[src/rtl/serial_add_ctrl.sv]
// serial_add_ctrl: bit-serial add/subtract sequencer around one shared
// full-adder cell. Operands are latched on an accepted start and consumed
// LSB first, one bit per clock. The result is assembled MSB-down in the sum
// register.
//
// Ports:
//   clk, n_reset    rising-edge clock, synchronous active-low reset
//   start, sub      request and operation select (0: a+b, 1: a-b), sampled in IDLE
//   a, b            WIDTH-bit operands, sampled with start
//   ready/busy/done one-hot state flags (IDLE / RUN / DONE)
//   sum, cout, ovf  result, final carry and signed overflow; valid from done,
//                   held until the next accepted start
`timescale 1ns/1ps

module serial_add_fa (
  input  logic a_i,
  input  logic b_i,
  input  logic c_i,
  output logic s_o,
  output logic c_o
);
  assign s_o = a_i ^ b_i ^ c_i;
  assign c_o = (a_i & b_i) | (a_i & c_i) | (b_i & c_i);
endmodule

module serial_add_ctrl #(
  parameter int WIDTH = 8
) (
  input  logic             clk,
  input  logic             n_reset,
  input  logic             start,
  input  logic             sub,
  input  logic [WIDTH-1:0] a,
  input  logic [WIDTH-1:0] b,
  output logic             ready,
  output logic             busy,
  output logic             done,
  output logic [WIDTH-1:0] sum,
  output logic             cout,
  output logic             ovf
);
  localparam int CW = $clog2(WIDTH) + 1;
  localparam logic [CW-1:0] LAST = CW'(WIDTH - 1);

  typedef enum logic [1:0] {S_IDLE, S_RUN, S_DONE} state_t;

  state_t           state_q;
  logic [WIDTH-1:0] a_sh_q, b_sh_q, sum_q;
  logic [CW-1:0]    cnt_q;
  logic             carry_q, cout_q, ovf_q;
  logic             ready_q, busy_q, done_q;
  logic             fa_sum, carry_d;

  serial_add_fa u_fa (
    .a_i (a_sh_q[0]),
    .b_i (b_sh_q[0]),
    .c_i (carry_q),
    .s_o (fa_sum),
    .c_o (carry_d)
  );

  always_ff @(posedge clk) begin
    if (!n_reset) begin
      state_q <= S_IDLE;
      a_sh_q  <= '0;
      b_sh_q  <= '0;
      sum_q   <= '0;
      cnt_q   <= '0;
      carry_q <= 1'b0;
      cout_q  <= 1'b0;
      ovf_q   <= 1'b0;
      ready_q <= 1'b1;
      busy_q  <= 1'b0;
      done_q  <= 1'b0;
    end else begin
      case (state_q)
        S_IDLE: begin
          if (start) begin
            // Subtraction is a + ~b + 1: invert b and seed the carry with 1.
            a_sh_q  <= a;
            b_sh_q  <= b ^ {WIDTH{sub}};
            carry_q <= sub;
            cnt_q   <= '0;
            sum_q   <= '0;
            cout_q  <= 1'b0;
            ovf_q   <= 1'b0;
            state_q <= S_RUN;
            ready_q <= 1'b0;
            busy_q  <= 1'b1;
          end
        end
        S_RUN: begin
          carry_q <= carry_d;
          sum_q   <= {fa_sum, sum_q[WIDTH-1:1]};
          a_sh_q  <= a_sh_q >> 1;
          b_sh_q  <= b_sh_q >> 1;
          cnt_q   <= cnt_q + 1'b1;
          if (cnt_q == LAST) begin
            // carry_q is the carry into the MSB on this bit; carry_d is the
            // carry out. Registering both now makes them valid with done.
            cout_q  <= carry_d;
            ovf_q   <= carry_q ^ carry_d;
            state_q <= S_DONE;
            busy_q  <= 1'b0;
            done_q  <= 1'b1;
          end
        end
        S_DONE: begin
          state_q <= S_IDLE;
          done_q  <= 1'b0;
          ready_q <= 1'b1;
        end
        default: begin
          state_q <= S_IDLE;
          ready_q <= 1'b1;
          busy_q  <= 1'b0;
          done_q  <= 1'b0;
        end
      endcase
    end
  end

  assign ready = ready_q;
  assign busy  = busy_q;
  assign done  = done_q;
  assign sum   = sum_q;
  assign cout  = cout_q;
  assign ovf   = ovf_q;

endmodule
[config.mk]
export PLATFORM = sky130hd
export DESIGN_NAME = serial_add_ctrl
export DESIGN_NICKNAME = d
export VERILOG_FILES = /design/src/rtl/serial_add_ctrl.sv
export SDC_FILE = /design/constraint.sdc
export NUM_CORES = 1
export LEC_CHECK = 0
export BUFFER_PORTS_ARGS = -buffer_cell sky130_fd_sc_hd__buf_2
export CAP_MARGIN = 20
export CORE_ASPECT_RATIO = 1.75
export CORE_MARGIN = 2
export CORE_UTILIZATION = 50
export CTS_CLUSTER_SIZE = 8
export DETAILED_ROUTE_END_ITERATION = 10
export HOLD_SLACK_MARGIN = 0.03
export PLACE_DENSITY = 0.73
export SETUP_SLACK_MARGIN = 0.2
export SYNTH_ARGS = -nofsm -noshare
export SYNTH_HDL_FRONTEND = slang
export SYNTH_SLANG_ARGS = --single-unit
[constraint.sdc]
create_clock -name clk -period 2.1 [get_ports clk]
set_clock_uncertainty 0.15 [all_clocks]
set_input_delay 0 -clock clk [delete_from_list [all_inputs] [get_ports clk]]
set_output_delay 0 -clock clk [all_outputs]
set_load 0.005 [all_outputs]
-- Word level (Yosys, flattened, before mapping)
Cells that the tools add are included.
- register bits: 36
- bits in latches: 0
- bits in writable memories: 0
- bits in read-only memories: 0
- bits of input ports: 20
- output and inout port bits: 13
- logic and storage cells: 61
- memories kept: 0
- add/subtract/negate cells: 1
- multiply operators: 0
- divide/modulo/power cells: 0
- $lt $le $gt $ge: 0
- eq/ne operators: 5
- shift-type cells: 0
- multiplexer cells: 24
- bitwise gates (word level): 12
- reductions and logical operators: 8
- operators with widths (kind ; count):
    8-bit case mux with 2 select lines ; 3
    8-bit 2-to-1 mux ; 3
    1-bit case mux with 2 select lines ; 5
    4-bit case mux with 2 select lines ; 1
    2-bit AND reduction ; 4
    8-bit XOR ; 1
    1-bit 2-to-1 mux ; 7
    3-bit AND reduction ; 2
    4-bit by 1-bit adder with 4-bit output, second input constant ; 1
    4-bit by 3-bit equality test with 1-bit output, second input constant ; 1
    2-bit 2-to-1 mux ; 2
    4-bit 2-to-1 mux ; 1
    2-bit inequality test, second input constant ; 2
    2-bit case mux with 2 select lines ; 1
    1-bit AND ; 3
    1-bit NOT ; 3
    1-bit case mux with 3 select lines ; 1
    1-bit XOR ; 3
    2-bit by 1-bit equality test with 1-bit output, second input constant ; 1
    2-bit equality test, second input constant ; 1
    2-bit zero test ; 1
    1-bit bitwise OR ; 2
    2-bit nonzero test ; 1

-- Longest topological paths before layout
Gate-level depths: netlist of the first run.
- word-level depth: 6
- mapped depth: 6
- mapped depth without buffers: 4

-- By module
A second synthesis of the first run with hierarchy kept.
- cell total of the unflattened synthesis: 165
- area total of the unflattened synthesis: 1571.5 µm²
- by module, submodules not included (module ; times used ; cells an instance ; area each (µm²) ; sequential area each (µm²)):
    serial_add_ctrl ; 1 ; 164 ; 1551.5 ; 720.7
    serial_add_fa ; 1 ; 1 ; 20.0 ; 0.0

-- Least setup slack after synthesis of the first run
No wires, ideal clock.
- kind: reg-to-reg
- start: register carry_q
- end: register carry_q
- setup time: 0.119 ns
- arrival time: 1.170 ns
- required time: 1.831 ns
- path slack: 0.661 ns
- stages on the path, launching flop included: 5
- buffers on the path: 0
- clock period less this slack: 1.439 ns
- cell sequence: dfxtp_1 fa_1 nor2b_1 a21oi_1 o221a_2
- cells in the longest elaborated chain, start to end: 4
- elaborated cells on any way between the ends: 5
- classes of those cells: mux: 1; bitwise: 4
- ends and longest elaborated chain (element ; RTL line ; RTL):
    start: declaration ; 50 ; logic carry_q, cout_q, ovf_q;
    start signal: assignment ; 82 ; carry_q <= sub;
    start signal: assignment ; 93 ; carry_q <= carry_d;
    1-bit AND ; 23 ; assign c_o = (a_i & b_i) | (a_i & c_i) | (b_i & c_i);
    1-bit bitwise OR ; 23 ;
    1-bit bitwise OR (*) ; 23 ;
    1-bit case mux with 2 select lines (*) ; 76 ; case (state_q)
Mark *: on every way between the ends. The rest lies on a longest branch, timed or not.
A chain may end at the register's enable or synchronous reset.

-- Worst setup path in the final report of the first run
- start: register state_q[0]
- end: register a_sh_q[3]
- cells in the longest elaborated chain, start to end: 3
- elaborated cells on any way between the ends: 6
- classes of those cells: eq/ne: 2; mux: 1; reduce/logical: 3
- ends and longest elaborated chain (element ; RTL line ; RTL):
    start: declaration ; 47 ; state_t state_q;
    start signal: assignment ; 64 ; state_q <= S_IDLE;
    start signal: assignment ; 87 ; state_q <= S_RUN;
    start signal: assignment ; 103 ; state_q <= S_DONE;
    2-bit by 1-bit equality test with 1-bit output or 2-bit zero test (tied branches) ; 76 ;
    2-bit nonzero test (no source line) or 2-bit inequality test (tied branches) ; n/a ;
    2-bit AND reduction (no source line) ; n/a ;
    end signal: assignment ; 95 ; a_sh_q <= a_sh_q >> 1;
    end: declaration ; 48 ; logic [WIDTH-1:0] a_sh_q, b_sh_q, sum_q;
Parallel ways exist; a longest one is shown, timed or not.

==> results.md, run 1 <==
* Vias/cell at 5.373
* CTS tree: built
* Gpl congestion at 0.7888
* Synth Register Bits at 36
* CP startpoint: state_q[0]
* Reg2Reg Setup Slack at 0.52 ns
* Sequential share of the synthesized area at 0.4394
* Part of the cycle the worst path needs at 0.7517
* NetSw at 377.4 uW
* Post-synth EDFFs at 0
* # rows at 27
* Worst Reg-to-Reg Cells at 4
* First-pass GRT wire length at 6009 um
* Drt pass-1 iters at 4
* Async set or reset register ratio after synthesis at 0
* WL/cell at 13.97 um
* Die footprint at 0.003773 mm^2
* Worst-Skew Late Latency at 0.29 ns
* Post-route design area at 0.002016 mm^2
* Setup CP Type: register to register
* Clock power frac at 0.391
* H-tree Lvls at 2
* Max-slew violations at 0
* Combinational power share at 0.128
* Critical Path Sink: a_sh_q[3]
* DRC Markers at 0
* CTS Buf Count at 5
* Startpoint types: register
* Static leakage at 0.8494 nW
* Critical Path AT at 1.61 ns
* R2R Path End: a_sh_q[3]
* Vias in the first global route at 1403
* Post-CTS Resized at 0
* Switching share of total power at 0.2441
* GRT Residual Overflow at 0
* Reg-to-Reg Start: state_q[0]
* Setup TNS at 0 ns
* Core Footprint at 0.003142 mm^2
* Layout area overhead at 22.88%
* Starting Density at 0.5221
* Yosys warns at 0
* Worst hold path type: primary input to register
* Final setup viols at 0
* Internal Power at 1.169 mW
* Die height at 79.77 um
* Total power at 1.546 mW
* Fin. Hold Viols at 0
* Clk root buf: clkbuf_8
* ANT nets after route at 0
* Clock buffer depth at 2
* RSZ-0062 raised after global routing: no
* Worst slew pin tran at 0.5477 ns
* Syn avg cell area at 9.267 um^2
* Fmax at 633.5 MHz
* Post-DP HPWL at 2582 um
* Worst EP required at 2.13 ns
* Final net count at 238
* Placed Area at 0.001794 mm^2
* Clock slew at reported path FFs at 0.07 ns
* Largest net degree at the start of global routing at 25
* CTS sink cnt at 36
* Initial antenna violation count at 0
* Synth Flop Type: dfxtp_1
* 1st-iter DRT viols at 52
* Final min period at 1.579 ns
* Cell count after synthesis at 177
* Vias at 1397
* Reg power frac at 0.481
* Total wire length at 3633 um
* Pwr dens at 767.0 mW/mm^2
* Die Wd at 47.30 um
* Worst Path Max Fanout at 14
* Max Cap Viol at 0
* Status: finished, final reports clean
* Max VDD drop at 0.0004697 V
* Total GRT Usage at 0.2190
* Post-synthesis cell area at 0.001640 mm^2
* Syn Nets at 199
* Unique masters post-synth at 34
* Normalized max-slew margin at 0.6339
* Ports at 33
* Diodes inserted at 0
* Critical Path Sink Type: register
* Layout cell share with drive strength beyond 1 at 0.2581
* I/O Buffers at 32
-- worst max-delay path, stage by stage (launching register included) --
cell and delay [ns]:
dfxtp_1 0.59, buf_4 0.27, nor2b_1 0.16, a21oi_1 0.05, o221a_2 0.25
-- layout make-up --
cell class | instances | area (um^2)
well taps | 43 | 53.80
flip-flops and latches | 36 | 720.7
repair buffers | 48 | 307.8
multi-input cells | 124 | 818.3
clock inverters | 3 | 42.54
clock buffers | 5 | 68.82
fillers | 269 | 1126
inverters | 1 | 3.754
-- worst min-delay path by stage --
| stage | start | end | slack (ns) | cells past startpoint |
|---|---|---|---|---|
| 2_1_floorplan | a[7] | a_sh_q[7] | -0.002 | 2 |
| 3_3_place_gp | a[7] | a_sh_q[7] | 0.09 | 3 |
| 3_5_place_dp | a[7] | a_sh_q[7] | 0.11 | 3 |
| 4_1_cts | a[3] | a_sh_q[3] | 0.04 | 4 |
| 5_1_grt | a[5] | a_sh_q[5] | 0.05 | 4 |
| 6_report | a[5] | a_sh_q[5] | 0.04 | 4 |
-- cells by family after synthesis --
kind of cell / count (synthesis) / share of synthesized area
fa+ha+maj: 2 / 0.01983
mux: 2 / 0.01220
xor+xnor: 9 / 0.04805
buf+inv: 17 / 0.06178
flops: 36 / 0.4394
simple gates: 59 / 0.1831
compound gates: 52 / 0.2357
-- state kept, by name, summed over array words and instances (netlist names) --
name,cells
carry_q,1
done,1
b_sh_q,8
busy,1
state_q,2
cnt_q,4
ovf,1
ready,1
cout,1
a_sh_q,8
sum,8
-- metrics by stage --
step | setup slack (ns) | utilization | cells | hold slack, ns
after global placement | 0.5851 | 0.5711 | 241 | 0.09038
final | 0.5214 | 0.6416 | 260 | 0.03784
after floorplan | 0.6609 | - | 177 | -0.001696
after CTS | 0.5183 | 0.6416 | 260 | 0.04013
after detailed placement | 0.5147 | 0.5711 | 241 | 0.1119
after global routing | 0.4038 | 0.6416 | 260 | 0.04838
-- metal layers --
metal  GRT usage  vias up  wire, um
li1            -      705         -
met1      0.2301      656      1483
met2      0.4014       30      1972
met3     0.04751        6       128
met4     0.06667        0        48
met5           0        -         0
-- cell usage in the layout, fill, tap and decap left out, types with 2 or more instances in the layout --
cell type	netlist	routed
dfxtp_1	36	36
buf_2	3	32
nor2_1	23	23
a22oi_1	14	14
a21oi_1	14	14
nand2_1	12	12
dlygate4sd3_1	0	11
nor2b_1	9	9
o21ai_0	8	8
o221a_2	8	8
xor2_1	5	5
clkbuf_8	0	5
buf_4	7	5
xnor2_1	4	4
a32o_1	4	4
nand3_1	4	4
nand3b_1	2	2
mux2i_1	2	2
-- timing repair --
| item | CTS | global route |
|---|---|---|
| hold endpoints to repair | 18 | 0 |
| hold buffers | 11 | 0 |
| setup buffers | 0 | 0 |
-- synth_stat cells, types with 2 or more instances --
cell	instances	area (um^2)
clkbuf_1	5	18.77
nor2b_1	9	56.30
buf_4	7	52.55
buf_2	3	15.01
nor2_1	23	86.33
a21oi_1	14	70.07
a32o_1	4	40.04
a22oi_1	14	105.1
xnor2_1	4	35.03
nand2_1	12	45.04
o221a_2	8	90.09
mux2i_1	2	20.02
o21ai_0	8	40.04
nand3b_1	2	15.01
dfxtp_1	36	720.7
nand3_1	4	20.02
xor2_1	5	43.79
-- power groups by stage --
stage / sequential, mW / combinational, mW / clock [mW]
2_1_floorplan: 0.751 / 0.140 / 0
3_3_place_gp: 0.758 / 0.176 / 0
3_5_place_dp: 0.759 / 0.183 / 0
4_1_cts: 0.744 / 0.200 / 0.615
5_1_grt: 0.748 / 0.220 / 0.645
6_report: 0.744 / 0.198 / 0.604
Power figures use the tool's default switching activity.
==> run 2: changes to the inputs <==
CORE_UTILIZATION = 48   (was 50)
clock period = 1.3 ns   (was 2.1 ns; I/O delays follow)
==> results.md, run 2 (synthesis results as in run 1) <==
* Status: finished with violations
* Violated checks: negative hold slack, negative setup slack
* Clock slew at reported path FFs at 0.07 ns
* Hold-fix buffers at CTS at 8
* Setup CP Type: register to register
* First-pass GRT wire length at 6630 um
* Gpl congestion at 0.7138
* Fill cell count at 185
* Pwr dens at 972.3 mW/mm^2
* Vias in the first global route at 1521
* Hold WS at -0.007217 ns
* Normalized max-slew margin at 0.7486
* I/O Buffers at 32
* RSZ-0062 raised after global routing: yes
* Family with the most delay on the worst path: adder cells
* Drt pass-1 iters at 4
* Static leakage at 1.104 nW
* H-tree Lvls at 2
* Total GRT Usage at 0.2348
* Total wire length at 4898 um
* GRT Residual Overflow at 0
* Core Footprint at 0.003328 mm^2
* Placed insts at 261
* Die footprint at 0.003920 mm^2
* Initial antenna violation count at 0
* Dpl ws at -0.1198 ns
* Post-route design area at 0.002643 mm^2
* Diodes inserted at 0
* ANT nets after route at 0
* Layout cell share with drive strength beyond 1 at 0.5498
* Worst slew pin tran at 0.3770 ns
* Critical Path AT at 1.52 ns
* Post-DP HPWL at 2850 um
* Final net count at 272
* Final min period at 1.458 ns
* Fmax at 686.0 MHz
* Max Cap Viol at 0
* Layout area overhead at 61.10%
* Worst-Skew Late Latency at 0.29 ns
* Clk root buf: clkbuf_8
* Die height at 81.34 um
* Fin. Hold Viols at 1
* WP buf/inv at 0
* Critical Path Sink Type: register
* Multi-input logic area at 0.001057 mm^2
* # rows at 28
* Cells along the critical path: fa_2, xor2_1, nand3_1, a31oi_1
* Placed Area at 0.002044 mm^2
* WL/cell at 16.55 um
* Worst Path Max Fanout at 3
* Startpoint types: register
* Largest net degree at the start of global routing at 21
* Starting Density at 0.4929
* Max incr delay on CP at 0.42 ns
* Commonest non-fill, non-tap cell in the layout: buf_2
* CTS sink cnt at 36
* Setup TNS at -1.720 ns
* CTS Buf Count at 5
* Worst hold path type: primary input to register
* CTS tree: built
* Die Wd at 48.19 um
* Max-slew violations at 0
* Ports at 33
* 1st-iter DRT viols at 56
* Final setup viols at 29
* Final worst slack at -0.1577 ns
* Worst EP required at 1.37 ns
* Clock buffer depth at 2
* Total power at 2.569 mW
* DRC Markers at 0
* Most frequent cells in the layout: buf_2 (32), dfxtp_1 (30), nor2_1 (19), buf_6 (19), buf_4 (17)
* Part of the cycle the worst path needs at 1.121
* Non-Filler Instances at 296
* Max VDD drop at 0.001044 V
* Vias at 1619
* FF+latch area at 733.2 um^2
* Slowest cell on the critical path: fa_2
* Vias/cell at 5.470
* Final Util at 0.7940
-- run 2: path summary, 6_finish.rpt --
kind	start	endpoint	slack (ns)	cells after the start
max	carry_q	ovf	-0.16	4
min	n_reset	a_sh_q[0]	-0.007	2
max reg2reg	carry_q	ovf	-0.16	4
min reg2reg	ready	ready	0.32	2
-- run 2: worst register-to-register path, cell delays in order (launching register included) --
cell	delay [ns]
dfxtp_2	0.33
fa_2	0.42
xor2_1	0.23
nand3_1	0.11
a31oi_1	0.15
-- run 2: metal layers --
metal	track usage	share of wire	routed length (um)	vias to the layer above
met5	0	0	0	-
met4	0.08919	0.018	88	0
met3	0.06222	0.042	205	10
met2	0.4158	0.54	2665	54
met1	0.2459	0.40	1939	779
li1	-	-	-	776
-- run 2: layout make-up --
class / instances / area share
clock buffer: 8 / 0.03409
inverter: 1 / 0.001420
sequential: 36 / 0.2775
timing repair buffer: 82 / 0.2656
multi-input combinational: 124 / 0.4001
tap: 45 / 0.02131
-- run 2: where the power goes --
part           total, mW  leakage (nW)  switching (mW)  internal [mW]
Clock              0.806        0.0455           0.374          0.432
Combinational      0.551         0.761           0.243          0.308
Sequential          1.21         0.297          0.0529           1.16
-- run 2: repair_timing --
action | CTS | global route
gates resized for setup | 29 | 41
buffers inserted | 7 | 11
endpoints found under the setup margin | 36 | 36
gates cloned | 0 | 1
hold endpoints to repair | 19 | 9
pin swaps | 15 | 16
==> run 3: changes to the inputs <==
CTS_BUF_LIST = sky130_fd_sc_hd__clkbuf_4 sky130_fd_sc_hd__clkbuf_8 sky130_fd_sc_hd__clkbuf_16   (was unset)
==> results.md, run 3 (synthesis results as in run 1) <==
* Setup CP Type: register to register
* I/O Buffers at 32
* Critical Path AT at 1.48 ns
* 1st-iter DRT viols at 43
* Worst EP required at 1.32 ns
* Clk root buf: clkbuf_8
* Die footprint at 0.003920 mm^2
* Diodes inserted at 0
* First-pass GRT wire length at 6637 um
* DRC Markers at 0
* Worst-Skew Late Latency at 0.29 ns
* CTS tree: built
* Post-DP HPWL at 2850 um
* Final setup viols at 26
* Vias at 1625
* Gpl congestion at 0.7138
* RSZ-0062 raised after global routing: yes
* Drt pass-1 iters at 4
* Layout area overhead at 61.56%
* Fin. Hold Viols at 3
* Total GRT Usage at 0.2352
* # rows at 28
* Hold-fix buffers at CTS at 8
* Part of the cycle the worst path needs at 1.117
* Max Cap Viol at 0
* Most frequent cells in the layout: buf_2 (32), dfxtp_1 (30), buf_6 (20)
* Family with the most delay on the worst path: adder cells
* Worst slew pin tran at 0.3720 ns
* Die Wd at 48.19 um
* Worst Path Max Fanout at 3
* Fmax at 688.4 MHz
* H-tree Lvls at 2
* WL/cell at 15.97 um
* Max-slew violations at 0
* Startpoint types: register
* WP buf/inv at 0
* Cells along the critical path: fa_2, nor2b_1, a21oi_1, o221a_2
* Violated checks: negative hold slack, negative setup slack
* Static leakage at 1.104 nW
* Die height at 81.34 um
* Clock slew at reported path FFs at 0.07 ns
* CTS sink cnt at 36
* Total wire length at 4696 um
* Critical Path Sink Type: register
* Final Util at 0.7962
* Pwr dens at 983.3 mW/mm^2
* Vias/cell at 5.527
* Layout cell share with drive strength beyond 1 at 0.5542
* Commonest non-fill, non-tap cell in the layout: buf_2
* Normalized max-slew margin at 0.7520
* Ports at 33
* Largest net degree at the start of global routing at 21
* Starting Density at 0.4929
* Status: finished with violations
* Initial antenna violation count at 0
* Vias in the first global route at 1519
* Clock buffer depth at 2
* Hold WS at -0.02268 ns
* Slowest cell on the critical path: fa_2
* GRT Residual Overflow at 0
* Worst hold path type: primary input to register
* Max incr delay on CP at 0.41 ns
* Final min period at 1.453 ns
* ANT nets after route at 0
* Core Footprint at 0.003328 mm^2
* CTS Buf Count at 5
* Final worst slack at -0.1527 ns
* Max VDD drop at 0.001012 V
* Final net count at 270
==> run 3: worst paths after layout <==
kind	start	end	slack [ns]	cells past startpoint
min	b[4]	b_sh_q[4]	-0.02	4
min reg2reg	ready	ready	0.32	2
max reg2reg	carry_q	carry_q	-0.15	4
max	carry_q	carry_q	-0.15	4
==> run 3: final cells by class <==
class,count,area (um^2)
clock buffers,8,97.59
fillers,201,678.2
inverters,1,3.754
multi-input cells,124,1064
flip-flops and latches,36,733.2
well taps,45,56.30
repair buffers,80,695.7
==> run 3: repair_timing <==
action / in CTS / in global routing
gates cloned: 0 / 1
pin swaps: 15 / 17
gates resized for setup: 29 / 43
buffers inserted: 7 / 9
endpoints found under the hold margin: 19 / 9
setup endpoints to repair: 36 / 36
==> run 3: routing by layer <==
layer | vias to the layer above | share of wire | wire [um] | global-route usage
met2 | 58 | 0.52 | 2448 | 0.4145
met3 | 18 | 0.043 | 204 | 0.06222
met4 | 0 | 0.035 | 166 | 0.08919
li1 | 774 | - | - | -
met5 | - | 0 | 0 | 0
met1 | 775 | 0.40 | 1876 | 0.2486
==> run 3: per-stage QoR <==
stage	cell area (um^2)	worst slack, ns	power [mW]	instances	TNS, ns
final	2650	-0.1527	2.606	294	-1.615
after global routing	2650	-0.2139	2.717	294	-2.622
after CTS	2397	-0.1191	2.509	284	-0.2362
after detailed placement	2044	-0.1198	1.600	261	-0.7050
after global placement	2044	-0.06213	1.579	261	-0.2860
after floorplan	1764	-0.03157	1.474	177	-0.03157
==> run 3: worst reg2reg max path, cell delays in order (launching register included) <==
cell	delay, ns
dfxtp_2	0.34
fa_2	0.41
nor2b_1	0.13
a21oi_1	0.06
o221a_2	0.26
==> run 3: where the power goes <==
group	total, mW	leakage, nW	internal [mW]	switching (mW)
combinational	0.548	0.755	0.308	0.239
sequential	1.21	0.297	1.16	0.0511
clock	0.848	0.0523	0.473	0.374
